**config.mk**
```make
export PLATFORM = sky130hd
export DESIGN_NAME = button_debouncer
export DESIGN_NICKNAME = d
export VERILOG_FILES = /design/src/rtl/button_debouncer.sv
export SDC_FILE = /design/constraint.sdc
export NUM_CORES = 1
export LEC_CHECK = 0
export ABC_AREA = 1
export CORE_MARGIN = 2
export CORE_UTILIZATION = 62
export DETAILED_ROUTE_END_ITERATION = 16
export GPL_ROUTABILITY_DRIVEN = 0
export GPL_TIMING_DRIVEN = 0
export PLACE_DENSITY = 0.81
export REMOVE_ABC_BUFFERS = 1
export SLEW_MARGIN = 30
export SYNTH_ARGS = -nofsm -noshare
export SYNTH_HDL_FRONTEND = slang
export SYNTH_SLANG_ARGS = --single-unit
export TNS_END_PERCENT = 1
```
**constraint.sdc**
```tcl
create_clock -name clk -period 2.9 [get_ports clk]
set_clock_uncertainty 0.2 [all_clocks]
set_input_delay 0.29 -clock clk [delete_from_list [all_inputs] [get_ports clk]]
set_output_delay 0.29 -clock clk [all_outputs]
set_load 0.05 [all_outputs]
```
**src/rtl/button_debouncer.sv**
```systemverilog
// button_debouncer
//   Multi-channel debouncer and edge detector for already-synchronised button levels.
//   Each channel runs its own counter and 4-state FSM. A change is accepted only after
//   DEBOUNCE_CYCLES consecutive samples that differ from the current debounced level.
//   Accepted changes produce a one-cycle press or release strobe.
//
//   State table (per channel):
//     state        | meaning
//     IDLE         | debounced level 0, input agrees
//     PRESS_WAIT   | level 0, counting consecutive 1 samples
//     PRESSED      | debounced level 1, input agrees
//     RELEASE_WAIT | level 1, counting consecutive 0 samples
//
// Ports
//   clk          system clock, rising edge
//   rst_n        asynchronous active-low reset
//   btn_sync     synchronised raw levels, 1 = pressed
//   btn_level    debounced level per channel
//   btn_press    one-cycle strobe on accepted 0->1
//   btn_release  one-cycle strobe on accepted 1->0
//   any_press    registered OR of the press conditions, aligned with btn_press
module button_debouncer #(
  parameter int N_BUTTONS       = 4,
  parameter int DEBOUNCE_CYCLES = 50000
) (
  input  logic                 clk,
  input  logic                 rst_n,
  input  logic [N_BUTTONS-1:0] btn_sync,
  output logic [N_BUTTONS-1:0] btn_level,
  output logic [N_BUTTONS-1:0] btn_press,
  output logic [N_BUTTONS-1:0] btn_release,
  output logic                 any_press
);

  localparam int CNT_W = $clog2(DEBOUNCE_CYCLES + 1);
  localparam logic [CNT_W-1:0] CNT_LAST = CNT_W'(DEBOUNCE_CYCLES);
  localparam logic [CNT_W-1:0] CNT_ONE  = CNT_W'(1);

  typedef enum logic [1:0] {
    IDLE         = 2'd0,
    PRESS_WAIT   = 2'd1,
    PRESSED      = 2'd2,
    RELEASE_WAIT = 2'd3
  } state_t;

  logic [N_BUTTONS-1:0] press_nxt;
  logic                 any_press_q;

  for (genvar g = 0; g < N_BUTTONS; g++) begin : g_ch
    state_t           state_q, state_d;
    logic [CNT_W-1:0] cnt_q, cnt_d, cnt_inc;
    logic             level_q, level_d;
    logic             press_q, press_d;
    logic             release_q, release_d;

    // cnt_q never exceeds DEBOUNCE_CYCLES-1, so the increment cannot overflow CNT_W.
    assign cnt_inc = cnt_q + CNT_ONE;

    always_comb begin
      state_d   = state_q;
      cnt_d     = cnt_q;
      level_d   = level_q;
      press_d   = 1'b0;
      release_d = 1'b0;
      case (state_q)
        IDLE: begin
          if (btn_sync[g]) begin
            if (CNT_LAST == CNT_ONE) begin
              state_d = PRESSED;
              cnt_d   = '0;
              level_d = 1'b1;
              press_d = 1'b1;
            end else begin
              state_d = PRESS_WAIT;
              cnt_d   = CNT_ONE;
            end
          end
        end
        PRESS_WAIT: begin
          if (!btn_sync[g]) begin
            state_d = IDLE;
            cnt_d   = '0;
          end else if (cnt_inc == CNT_LAST) begin
            state_d = PRESSED;
            cnt_d   = '0;
            level_d = 1'b1;
            press_d = 1'b1;
          end else begin
            cnt_d = cnt_inc;
          end
        end
        PRESSED: begin
          if (!btn_sync[g]) begin
            if (CNT_LAST == CNT_ONE) begin
              state_d   = IDLE;
              cnt_d     = '0;
              level_d   = 1'b0;
              release_d = 1'b1;
            end else begin
              state_d = RELEASE_WAIT;
              cnt_d   = CNT_ONE;
            end
          end
        end
        RELEASE_WAIT: begin
          if (btn_sync[g]) begin
            state_d = PRESSED;
            cnt_d   = '0;
          end else if (cnt_inc == CNT_LAST) begin
            state_d   = IDLE;
            cnt_d     = '0;
            level_d   = 1'b0;
            release_d = 1'b1;
          end else begin
            cnt_d = cnt_inc;
          end
        end
        default: begin
          state_d = IDLE;
          cnt_d   = '0;
          level_d = 1'b0;
        end
      endcase
    end

    always_ff @(posedge clk or negedge rst_n) begin
      if (!rst_n) begin
        state_q   <= IDLE;
        cnt_q     <= '0;
        level_q   <= 1'b0;
        press_q   <= 1'b0;
        release_q <= 1'b0;
      end else begin
        state_q   <= state_d;
        cnt_q     <= cnt_d;
        level_q   <= level_d;
        press_q   <= press_d;
        release_q <= release_d;
      end
    end

    assign btn_level[g]   = level_q;
    assign btn_press[g]   = press_q;
    assign btn_release[g] = release_q;
    assign press_nxt[g]   = press_d;
  end

  // Built from the next-state press conditions so it lands in the same cycle as btn_press.
  always_ff @(posedge clk or negedge rst_n) begin
    if (!rst_n) begin
      any_press_q <= 1'b0;
    end else begin
      any_press_q <= |press_nxt;
    end
  end

  assign any_press = any_press_q;

endmodule

```
# ---- Yosys cells after proc, flatten, opt, wreduce, memory -nomap -nowiden
# Cells that the tools add are included.
dict set report word_totals {
  register_bits 85
  mem_bits_rw 0
  n_memories 0
  romBits 0
  latch_bits 0
  out_inout_bits 13
}
dict set report classes {
  n_div 0
  muxes 92
  reduce_logical 21
  magnitude_cmp 0
  n_mul 0
  add_sub_neg 4
  n_eq_ne 48
  bitwise 0
  shifts 0
}
# operator count
set ops {}
lappend ops {{two-way mux 16 bit} 20}
lappend ops {{one-hot mux 16 bit (4 select lines)} 4}
lappend ops {{adder 16 x 1 -> 16 bit (second input constant)} 4}
lappend ops {{equality test 16 bit (second input constant)} 4}
lappend ops {{two-way mux 2 bit} 24}
lappend ops {{inequality test 2 bit (second input constant)} 24}
lappend ops {{two-way mux 1 bit} 36}
lappend ops {{one-hot mux 2 bit (4 select lines)} 4}
lappend ops {{inequality test 3 bit (second input constant)} 8}
lappend ops {{AND reduction 5 bit} 4}
lappend ops {{equality test 2 bit (second input constant)} 8}
lappend ops {{AND reduction 4 bit} 4}
lappend ops {{equality test 2 x 1 -> 1 bit (second input constant)} 4}
lappend ops {{zero test 2 bit} 4}
lappend ops {{one-hot mux 1 bit (2 select lines)} 4}
lappend ops {{AND reduction 2 bit} 4}
lappend ops {{nonzero test 2 bit} 4}
lappend ops {{OR reduction 4 bit} 1}

# ---- Logic depth before layout (Yosys ltp)
dict set report depth {
  word_depth 6
  mapped_depth 15
}

# ---- Least setup slack after synthesis
# No wires, ideal clock.
dict set report synth_timing {
  path_kind {register to register}
  from {register g_ch[0].cnt_q[0]}
  to {register (tool-made name)}
  setup_ns 0.113
  path_stages_with_launch 13
  t_required_ns 2.587
  synth_period_minus_slack_ns 2.055
  path_buffers 0
  arrival_time_ns 1.743
  slack_ns 0.845
  path_cell_list {dfrtp_1 ha_1 nand3_2 nor2_4 nand2_1 o21ai_1 nand2_1 nor2_4 nand3_4 nor2_2 nand2_1 nand2_1 inv_1}
}
# item line
set synth_lines {}
lappend synth_lines {{start: declaration} 51} ;# logic [CNT_W-1:0] cnt_q, cnt_d, cnt_inc;
lappend synth_lines {{start signal: assignment} 135} ;# cnt_q <= cnt_d;

# ---- Final worst setup path
dict set report layout_timing {
  from {register g_ch[2].cnt_q[0]}
  to {register any_press_q, in the netlist any_press}
}
dict set report layout_between {
  elab_chain_len 6
}
# item line
set layout_lines {}
lappend layout_lines {{start: declaration} 51}
lappend layout_lines {{start signal: assignment} 135}
lappend layout_lines {{adder 16 x 1 -> 16 bit} 57} ;# assign cnt_inc = cnt_q + CNT_ONE;
lappend layout_lines {{equality test 16 bit} 83} ;# end else if (cnt_inc == CNT_LAST) begin
lappend layout_lines {{two-way mux 1 bit} 83}
lappend layout_lines {{two-way mux 1 bit} 80} ;# if (!btn_sync[g]) begin
lappend layout_lines {{two-way mux 1 bit} 65} ;# case (state_q)
lappend layout_lines {{OR reduction 4 bit} 153} ;# any_press_q <= |press_nxt;
lappend layout_lines {{end signal: assignment} 153}
lappend layout_lines {{end: declaration} 47} ;# logic any_press_q;
# Every way passes these cells.
# A chain may end at the register's enable or synchronous reset.

==> results.sh <==
export IMPL_io_buffers=18
export IMPL_sw_frac_of_total_pct=29.5
export IMPL_core_area_sq_um=8300
export IMPL_worstPathCellList="ha_1 > nand3_2 > nor2_4 > nand2_2 > clkinv_2 > nand3_1 > nand2_1 > nand2_1 > nor2_1 > nand3_1 > nand2_1 > inv_1 > nand3_1"
export IMPL_final_util_pct=70.1
export IMPL_hold_class="in -> async"
export IMPL_setup_ws_ns=0.455
export IMPL_final_hold_violation_count=0
export IMPL_cp_end_kind="flop"
export IMPL_antenna_cells=0
export IMPL_numCtsBuffers=9
export IMPL_die_w_microns=97.1
export IMPL_fp_row_count=33
export IMPL_grt_max_degree=66
export IMPL_drive_above_1_share_pct=10.8
export IMPL_worst_setup_path_type="reg -> reg"
export IMPL_fin_tns_setup_ns=0
export IMPL_h_tree_depth=3
export IMPL_clk_latency_ns=0.36
export IMPL_dr_total_vias=4876
export IMPL_final_area_sq_um=5820
export IMPL_maxCapViolCount=0
export IMPL_yosysSeqAreaShare_pct=39.6
export IMPL_cts_buffer_depth=2
export IMPL_slew_headroom_pct=60.9
export IMPL_power_leakage_uw=0.00259
export IMPL_p_comb_share_pct=12.4
export IMPL_post_route_min_period_ns=2.44
export IMPL_dpl_cell_area_sq_um=5560
export IMPL_final_fill_count=673
export IMPL_areaGrowthSynthToFinish_pct=8.41
export IMPL_ctsResizeCount=0
export IMPL_first_global_vias=4682
export IMPL_routed_wl_mm=11.9
export IMPL_synth_cells=751
export IMPL_wire_per_inst_microns=13.6
export IMPL_setup_viol=0
export IMPL_grt_util_all_layers_pct=26.1
export IMPL_cts_hold_repair_buffers=1
export IMPL_period_share_pct=84.3
export IMPL_start_util_pct=64.7
export IMPL_ys_ff_latch=85
export IMPL_dr_pass1_iters=5
export IMPL_postRouteAntennaNets=0
export IMPL_status="completed"
export IMPL_root_buffer="clkbuf_8"
export IMPL_p_sw_uw=807
export IMPL_r2r_slack_ns=0.46
export IMPL_mostFrequentLayoutCells="234 x nand2_1, 93 x inv_1, 85 x dfrtp_1, 77 x nor2_1, 64 x nand3_1"
export IMPL_power_density_nw_per_um2=470
export IMPL_rsz0062_at_grt="false"
export IMPL_io_pins=19
export IMPL_crit_buf_inv=2
export IMPL_antenna_found_initial=0
export IMPL_cp_start_kind="flop"
export IMPL_slew_violations=0
export IMPL_drc=0
export IMPL_dpl_worst_slack_ns=0.376
export IMPL_post_cts_buffers=0
export IMPL_p_int_uw=1930
export IMPL_power_uw=2730
export IMPL_synth_distinct_cells=36
export IMPL_required_ns=2.98
export IMPL_max_stage_delay_ns=0.49
export IMPL_reg2reg_from="g_ch[2].cnt_q[0]$_DFFE_PN0P_"
export IMPL_dp_hpwl_mm=8.54
export IMPL_seq_power_share_pct=49.4
export IMPL_die_h_microns=97.1
export IMPL_crit_path_start="g_ch[2].cnt_q[0]$_DFFE_PN0P_"
export IMPL_clkPwrFrac_pct=38.2
export IMPL_die_area_sq_um=9420
export IMPL_final_nets=773
export IMPL_via_per_inst=5.59
export IMPL_irDropWorstVdd_uv=245
export IMPL_path_delay_family="simple AND/OR/NAND/NOR gates"
export IMPL_synthesis_area_sq_um=5370
export IMPL_synth_yosys_warnings=0
export IMPL_max_clock_freq_mhz=409
export IMPL_dr_first_iter_drc_count=217
export IMPL_layout_commonest_cell="nand2_1"
export IMPL_grt_pass1_wl_mm=20.6
export IMPL_clkSinkCount=85
export IMPL_clk_pin_slew_ns=0.09
export IMPL_critPathArrivalTime_ns=2.53
export IMPL_cts_tree="built"
export IMPL_tightest_slew_ns=0.585
export IMPL_path_max_fanout=6
export IMPL_slowest_stage="dfrtp_1"
export IMPL_grt_overflow_total=0
export IMPL_avgSynthCellArea_sq_um=7.15
==> Yosys cell counts (all sizes together) <==
cell type | instances | area, sq um
a21oi | 6 | 37.5
nand3 | 71 | 398
inv | 98 | 368
clkbuf | 4 | 15.0
xnor2 | 3 | 26.3
o21ai | 48 | 244
o311ai | 1 | 8.76
and2 | 1 | 6.26
o21bai | 2 | 15.0
nor2 | 102 | 468
dfrtp | 85 | 2130
ha | 4 | 50.1
nand4 | 23 | 144
buf | 15 | 133
and3 | 1 | 6.26
clkinv | 2 | 8.75
o22ai | 26 | 231
nand3b | 3 | 22.5
xor2 | 9 | 86.3
nor3 | 1 | 5.00
nand2 | 246 | 968
==> worst reg2reg max path, delay by kind of cell, from the launching register on <==
kind                       cells  cell delay [ns]
and+or+nand+nor               10             1.28
DFF                            1             0.49
adders and majority gates      1             0.27
buffers and inverters          2             0.14
==> metal layers <==
layer	track usage, %	part of all wire (%)
met2	42.3	49
met5	0	0
met1	35.3	44
met4	10.5	2.1
met3	4.24	5.0
==> final timing paths <==
path | depth (start not counted) | end
setup reg to reg | 13 | any_press$_DFF_PN0_
min in group clk | 2 | g_ch[2].level_q$_DFFE_PN0P_
setup / recovery | 13 | any_press$_DFF_PN0_
max in group asynchronous | 3 | g_ch[1].press_q$_DFF_PN0_
hold reg to reg | 2 | g_ch[2].level_q$_DFFE_PN0P_
hold / removal | 2 | g_ch[2].cnt_q[10]$_DFFE_PN0P_
==> logic make-up after synthesis <==
family	count (synthesis)	share of synthesized area, %
simple gates	448	37.6
buf+inv	119	9.76
fa+ha+maj	4	0.932
flops	85	39.6
compound gates	83	10.0
xor+xnor	12	2.10
==> through the flow <==
stage               hold slack [ns]  instances
floorplan                    -0.206        732
global placement              0.282        855
detailed placement          -0.0443        856
CTS                           0.135        873
global route                  0.155        873
finish                        0.138        873
==> power groups by stage <==
stage               Sequential, uW  Clock, uW  Combinational (uW)
global placement              1360          0                 319
finish                        1350       1040                 338
CTS                           1350       1050                 339
detailed placement            1370          0                 333
floorplan                     1350          0                 233
global route                  1360       1110                 376
==> cell type report <==
cell class,instances,area [sq um],share of cell area (%)
clock buffer,9,124,2.13
clock inverter,7,123,2.11
inverter,100,377,6.47
multi-input combinational,547,2720,46.7
sequential,85,2130,36.5
tap,105,131,2.26
timing repair buffer,20,219,3.76
==> flip-flops by register name (all words and copies together) (netlist names), named ones only <==
signal	cells
g_ch.level_q	4
any_press	1
g_ch.cnt_q	64
g_ch.release_q	4
g_ch.press_q	4
g_ch.state_q	4
Power figures use the tool's default switching activity.
